### config.mk
export PLATFORM = sky130hd
export DESIGN_NAME = mem_arbiter
export DESIGN_NICKNAME = d
export VERILOG_FILES = /design/src/rtl/mem_arbiter.sv
export SDC_FILE = /design/constraint.sdc
export NUM_CORES = 1
export LEC_CHECK = 0
export ABC_CLOCK_PERIOD_IN_PS = 4200
export CORE_ASPECT_RATIO = 1.5
export CORE_MARGIN = 3
export CORE_UTILIZATION = 47
export CTS_CLUSTER_SIZE = 12
export DETAILED_ROUTE_END_ITERATION = 16
export GPL_ROUTABILITY_DRIVEN = 0
export PLACE_DENSITY = 0.9
export SLEW_MARGIN = 40
export SYNTH_ARGS = -nofsm -noshare
export SYNTH_HDL_FRONTEND = slang
export SYNTH_SLANG_ARGS = --single-unit
### constraint.sdc
create_clock -name clk -period 4.2 [get_ports clk]
set_input_delay 0.42 -clock clk [delete_from_list [all_inputs] [get_ports clk]]
set_output_delay 0.42 -clock clk [all_outputs]
set_load 0.01 [all_outputs]
### src/rtl/mem_arbiter.sv
// Arbitrates the shared two-bank (big-endian hi/lo) RAM between the CPU data port and video fetch.
// Fixed 4-cycle access: IDLE grant -> ACCESS (RAM strobes) -> CAPTURE (load rdata) -> RESP (ack).
module mem_arbiter #(
    parameter int STARVE_MAX = 3
) (
    input  logic        clk,
    input  logic        reset,
    input  logic        cpu_req,
    input  logic        cpu_wr,
    input  logic        cpu_wide,
    input  logic [15:0] cpu_addr,
    input  logic [15:0] cpu_wdata,
    output logic [15:0] cpu_rdata,
    output logic        cpu_ack,
    input  logic        vid_req,
    input  logic [15:0] vid_addr,
    output logic [15:0] vid_rdata,
    output logic        vid_ack,
    output logic [14:0] ram_addr,
    output logic        ram_we_hi,
    output logic        ram_we_lo,
    output logic [7:0]  ram_wdata_hi,
    output logic [7:0]  ram_wdata_lo,
    input  logic [7:0]  ram_rdata_hi,
    input  logic [7:0]  ram_rdata_lo
);
    localparam int SW = (STARVE_MAX < 1) ? 1 : $clog2(STARVE_MAX + 1);
    localparam logic [SW-1:0] SMAX = SW'(STARVE_MAX);

    typedef enum logic [1:0] {IDLE, ACCESS, CAPTURE, RESP} state_t;

    state_t        state;
    logic [SW-1:0] starve_cnt;
    logic          own_vid;
    logic          own_wr;
    logic          own_wide;
    logic          own_lo;
    logic          grant_cpu;
    logic          grant_vid;

    // Word-wide video fetch never looks at the byte-select bit.
    logic unused_vid_addr0;
    assign unused_vid_addr0 = vid_addr[0];

    always_comb begin
        grant_cpu = 1'b0;
        grant_vid = 1'b0;
        if (cpu_req && vid_req) begin
            if (starve_cnt == SMAX)
                grant_cpu = 1'b1;
            else
                grant_vid = 1'b1;
        end else if (cpu_req) begin
            grant_cpu = 1'b1;
        end else if (vid_req) begin
            grant_vid = 1'b1;
        end
    end

    always_ff @(posedge clk or posedge reset) begin
        if (reset) begin
            state        <= IDLE;
            starve_cnt   <= '0;
            own_vid      <= 1'b0;
            own_wr       <= 1'b0;
            own_wide     <= 1'b0;
            own_lo       <= 1'b0;
            cpu_rdata    <= 16'h0000;
            cpu_ack      <= 1'b0;
            vid_rdata    <= 16'h0000;
            vid_ack      <= 1'b0;
            ram_addr     <= 15'h0000;
            ram_we_hi    <= 1'b0;
            ram_we_lo    <= 1'b0;
            ram_wdata_hi <= 8'h00;
            ram_wdata_lo <= 8'h00;
        end else begin
            case (state)
                IDLE: begin
                    if (grant_cpu) begin
                        own_vid      <= 1'b0;
                        own_wr       <= cpu_wr;
                        own_wide     <= cpu_wide;
                        own_lo       <= cpu_addr[0];
                        ram_addr     <= cpu_addr[15:1];
                        ram_we_hi    <= cpu_wr && (cpu_wide || !cpu_addr[0]);
                        ram_we_lo    <= cpu_wr && (cpu_wide || cpu_addr[0]);
                        // Byte writes replicate the low data byte onto both lanes.
                        ram_wdata_hi <= cpu_wide ? cpu_wdata[15:8] : cpu_wdata[7:0];
                        ram_wdata_lo <= cpu_wdata[7:0];
                        starve_cnt   <= '0;
                        state        <= ACCESS;
                    end else if (grant_vid) begin
                        own_vid  <= 1'b1;
                        own_wr   <= 1'b0;
                        own_wide <= 1'b1;
                        own_lo   <= 1'b0;
                        ram_addr <= vid_addr[15:1];
                        if (cpu_req && starve_cnt != SMAX)
                            starve_cnt <= starve_cnt + 1'b1;
                        state    <= ACCESS;
                    end
                end
                ACCESS: begin
                    ram_we_hi <= 1'b0;
                    ram_we_lo <= 1'b0;
                    state     <= CAPTURE;
                end
                CAPTURE: begin
                    if (own_vid) begin
                        vid_rdata <= {ram_rdata_hi, ram_rdata_lo};
                        vid_ack   <= 1'b1;
                    end else begin
                        if (!own_wr)
                            cpu_rdata <= own_wide ? {ram_rdata_hi, ram_rdata_lo}
                                                  : {8'h00, own_lo ? ram_rdata_lo : ram_rdata_hi};
                        cpu_ack <= 1'b1;
                    end
                    state <= RESP;
                end
                RESP: begin
                    cpu_ack <= 1'b0;
                    vid_ack <= 1'b0;
                    state   <= IDLE;
                end
                default: state <= IDLE;
            endcase
        end
    end
endmodule

Yosys cells after proc, flatten, opt, wreduce, memory -nomap -nowiden --
Index checks and enable logic that the tools add are counted.
Word-level totals: register bits 75, word-level logic and storage cells 79
Operators by class: add/subtract/negate cells 1, equality and inequality tests 9, muxes and demuxes 32, bitwise gates (word level) 2, reductions and logical operators 20
Operators by type and width (count):
- 15-bit 2-to-1 mux | 2
- 1-bit 2-to-1 mux | 17
- 16-bit 2-to-1 mux | 1
- 8-bit 2-to-1 mux | 2
- 2-bit AND reduction | 6
- 2-bit 2-to-1 mux | 5
- 2-bit != test, second input constant | 4
- 1-bit case mux with 2 select lines | 4
- 2-bit case mux with 4 select lines | 1
- 2-bit nonzero test | 4
- 2-bit == test, second input constant | 3
- 3-bit AND reduction | 2
- 1-bit logical AND | 4
- 3-bit != test, second input constant | 1
- 2-bit by 1-bit adder with 2-bit output, second input constant | 1
- 2-bit by 1-bit == test with 1-bit output, second input constant | 1
- 2-bit logical NOT | 1
- 1-bit logical OR | 2
- 1-bit inverter | 2
- 1-bit logical NOT | 1

Logic depth before layout (Yosys ltp) --
depth after elaboration 6, mapped depth 7, mapped depth without buffers 5

Least setup slack after synthesis --
No wires, ideal clock.
kind reg2reg, start reg state[0], end reg cpu_rdata[3], setup time 0.119 ns, arrival time 1.463 ns, slack 2.619 ns, stages on the path, launching flop included 8, period minus slack after synthesis 1.581 ns, cells stage by stage dfrtp_1 inv_1 ha_1 or3b_1 buf_6 buf_12 nand2_1 o21ai_2
On the way: longest elaborated chain between the ends 2
Ends and longest elaborated chain:
- start, declared | RTL line 32 | state_t state;
- start signal, assigned | RTL line 62 | state <= IDLE;
- start signal, assigned | RTL line 92 | state <= ACCESS;
- start signal, assigned | RTL line 101 | state <= ACCESS;
- 2-bit == test | RTL line 78 | case (state)
- 3-bit AND reduction (no line)
- end signal, assigned | RTL line 115 | cpu_rdata <= own_wide ? {ram_rdata_hi, ram_rdata_lo}
- end, declared | RTL line 13 | output logic [15:0] cpu_rdata,
Every way passes these cells. A chain may end at the register's enable or synchronous reset.

Final worst setup path --
start reg state[0], end reg ram_wdata_lo[7]
On the way: longest elaborated chain between the ends 2
Ends and longest elaborated chain:
- 2-bit logical NOT | RTL line 78
- 2-bit AND reduction (no line)
- end signal, assigned | RTL line 90 | ram_wdata_lo <= cpu_wdata[7:0];
- end, declared | RTL line 23 | output logic [7:0] ram_wdata_lo,
Every way passes these cells.

==> flow_metrics.py <==
metrics = {
    "setup_path": {
        "worstSetupStartpointType": "flip-flop",
        "end_kind": "flip-flop",
        "timing.rr.end": "ram_wdata_lo[7]$_DFFE_PP0P_",
        "worstSetupPathType": "reg -> reg",
        "worst_ep_arrival_time_ns": 2.36,
        "ff2ff_path_depth": 5,
        "reg2reg_slack_ns": 2.09,
        "cp.required_ns": 4.45,
        "path_max_fanout": 12,
        "r2r-start": "state[0]$_DFFE_PP0P_",
    },
    "floorplan": {
        "start_util": 0.489,
        "chipWidth_microns": 75.1,
        "ios": 137,
        "die_y_microns": 110,
        "core.rowCount": 37,
        "core_area_sq_um": 6900,
        "die-area_sq_um": 8240,
    },
    "clocking": {
        "h-tree-depth": 3,
        "clk_pin_slew_ns": 0.10,
        "cts_resized": 0,
        "cts_sinks": 75,
        "cts-root-buf": "clkbuf_8",
        "clk-insertion-delay-late_ns": 0.35,
        "cts_made_buffers": 9,
        "clk_path_buf_depth": 2,
        "cts_hold_buf": 0,
        "cts_tree": "yes",
        "postCtsSetupRepairBufs": 0,
    },
    "synthesis": {
        "synth_nets": 374,
        "synth_seq_area_share": 0.557,
        "synth_cell_types": 35,
        "yosys_warnings": 0,
        "synth_top_cell_by_area": "dfrtp_1",
        "netlist_area_sq_um": 3370,
        "synthCells": 298,
        "synth_top_area_share": 0.557,
        "syn-mean-instance-area_sq_um": 11.3,
        "synth_seq_cells": 75,
        "synthTopCellsByArea": "dfrtp_1 56%, mux2_2 8.4%, o21ai_0 4.9%",
    },
    "global_routing": {
        "grt_util_all_layers": 0.211,
        "grt_max_degree": 55,
        "grt.overflow.total": 0,
        "antenna_found_initial": 0,
        "grt_pass1_wl_mm": 13.3,
        "grt_pass1_vias": 2813,
    },
    "routing": {
        "drt_wl_total_mm": 8.75,
        "via_per_inst": 5.52,
        "wire_per_inst_microns": 17.1,
        "remaining_drc_errors": 0,
        "drt_first_pass_iters": 5,
        "drtIter0Drc": 200,
        "num_vias": 2822,
        "ant_nets": 0,
    },
    "placement": {
        "portBuffers": 135,
        "dp_cells": 495,
        "hpwl_mm": 6.46,
    },
    "timing": {
        "hold_viol_final": 0,
        "slew_headroom": 0.467,
        "max_freq_mhz": 474,
        "report.final.slew_viol_count": 0,
        "tightestPinTransition_ns": 0.800,
        "fin_crit_ns": 2.11,
        "min_period_over_period": 0.502,
        "finalClockSkew_ns": 0.0168,
        "rsz0062_at_grt": "no",
        "setup_viol": 0,
        "timing.setup.tns_ns": 0,
    },
    "layout": {
        "n_antenna_cell": 0,
        "layout-drive-gt1-share": 0.132,
        "nets": 504,
        "final_cell_mix": "135 x clkdlybuf4s50_1, 75 x dfrtp_1, 33 x o21ai_0, 27 x nand2_1, 25 x mux2_2",
        "stdcell_count": 511,
        "layout_commonest_cell": "clkdlybuf4s50_1",
        "area_growth_pct": 45.1,
    },
    "run_status": {
        "outcome": "complete, no violations",
    },
    "power_and_ir_drop": {
        "peakVddDrop_uv": 338,
        "p_leak_nw": 2.08,
        "power.total_mw": 3.52,
        "p_per_area_nw_per_um2": 719,
    },
    "worst_hold_path": {
        "hold_path.class": "in -> async",
    },
    "run": {
        "max-cap-violations": 0,
    },
}
[synth_stat cells (all sizes together)]
cell type and count:
nor3 1, o21a 1, buf 13, or4b 1, o22a 1, o21ai 42
o2bb2ai 1, a22o 3, nor2 20, ha 6, a21oi 17, o22ai 2
mux2i 16, inv 6, a31oi 16, nand2 29, nor2b 2, mux2 26
clkbuf 5, nand2b 2, nand3 10, nor3b 1, a21o 1, dfrtp 75
or3b 1
[routing by layer]
layer  wire (microns)  part of all wire  vias up  global-route usage
li1                 -                 -     1317                   -
met1             3420              0.39     1384               0.245
met2             4680              0.53      110               0.378
met3              527             0.060       11              0.0531
met4              120             0.014        0              0.0588
met5                0                 0        -                   0
[state kept, by name (all words and copies together) (netlist names)]
name and count:
ram_we_hi 1, vid_rdata 16, own_wr 1, ram_addr 15, cpu_rdata 16, cpu_ack 1, ram_we_lo 1, ram_wdata_hi 8
own_wide 1, ram_wdata_lo 8, own_vid 1, own_lo 1, state 2, starve_cnt 2, vid_ack 1
[kinds of logic after synthesis]
kind of cell / count (synthesis) / share of synthesized area
and+or+nand+nor: 67 / 0.0958
muxes: 42 / 0.135
DFF: 75 / 0.557
AOI/OAI and AO/OA: 84 / 0.144
buffers and inverters: 24 / 0.0457
adders and majority gates: 6 / 0.0223
[stage by stage]
step	setup slack (ns)	utilization	area (sq um)	hold slack [ns]
CTS	2.08	0.709	4890	0.394
detailed placement	1.83	0.682	4700	0.466
floorplan	1.87	-	3370	0.494
finish	2.09	0.709	4890	0.395
global placement	1.86	0.682	4700	0.458
global route	1.96	0.709	4890	0.424
[final cells by class]
class | count | area [sq um]
Tap cell | 78 | 97.6
Fill cell | 519 | 2010
Sequential cell | 75 | 1880
Timing Repair Buffer | 137 | 1370
Multi-Input combinational cell | 199 | 1340
Clock buffer | 9 | 124
Clock inverter | 7 | 63.8
Inverter | 6 | 22.5
[worst max-delay path: stages, from the launching register on]
cell	delay, ns
dfrtp_1	0.41
inv_1	0.12
ha_1	0.36
nand2_1	0.32
nor2_1	0.41
mux2_2	0.38
[power breakdown]
group | leakage, nW | internal (mW) | switching, mW
clock network | 0.0975 | 0.230 | 0.299
logic | 1.09 | 0.946 | 0.738
registers | 0.893 | 1.08 | 0.219
total | 2.08 | 2.26 | 1.26
[worst max path at each step]
stage | start | end | slack (ns) | cells after the start
6_report | state[0]$_DFFE_PP0P_ | ram_wdata_lo[7]$_DFFE_PP0P_ | 2.09 | 5
3_5_place_dp | cpu_req | ram_wdata_lo[7]$_DFFE_PP0P_ | 1.83 | 5
3_3_place_gp | cpu_req | ram_wdata_lo[7]$_DFFE_PP0P_ | 1.86 | 5
5_1_grt | state[0]$_DFFE_PP0P_ | ram_wdata_lo[7]$_DFFE_PP0P_ | 1.96 | 5
4_1_cts | state[0]$_DFFE_PP0P_ | ram_wdata_lo[7]$_DFFE_PP0P_ | 2.08 | 5
2_1_floorplan | reset | cpu_ack$_DFFE_PP0P_ | 1.87 | 1
Power figures use the tool's default switching activity.
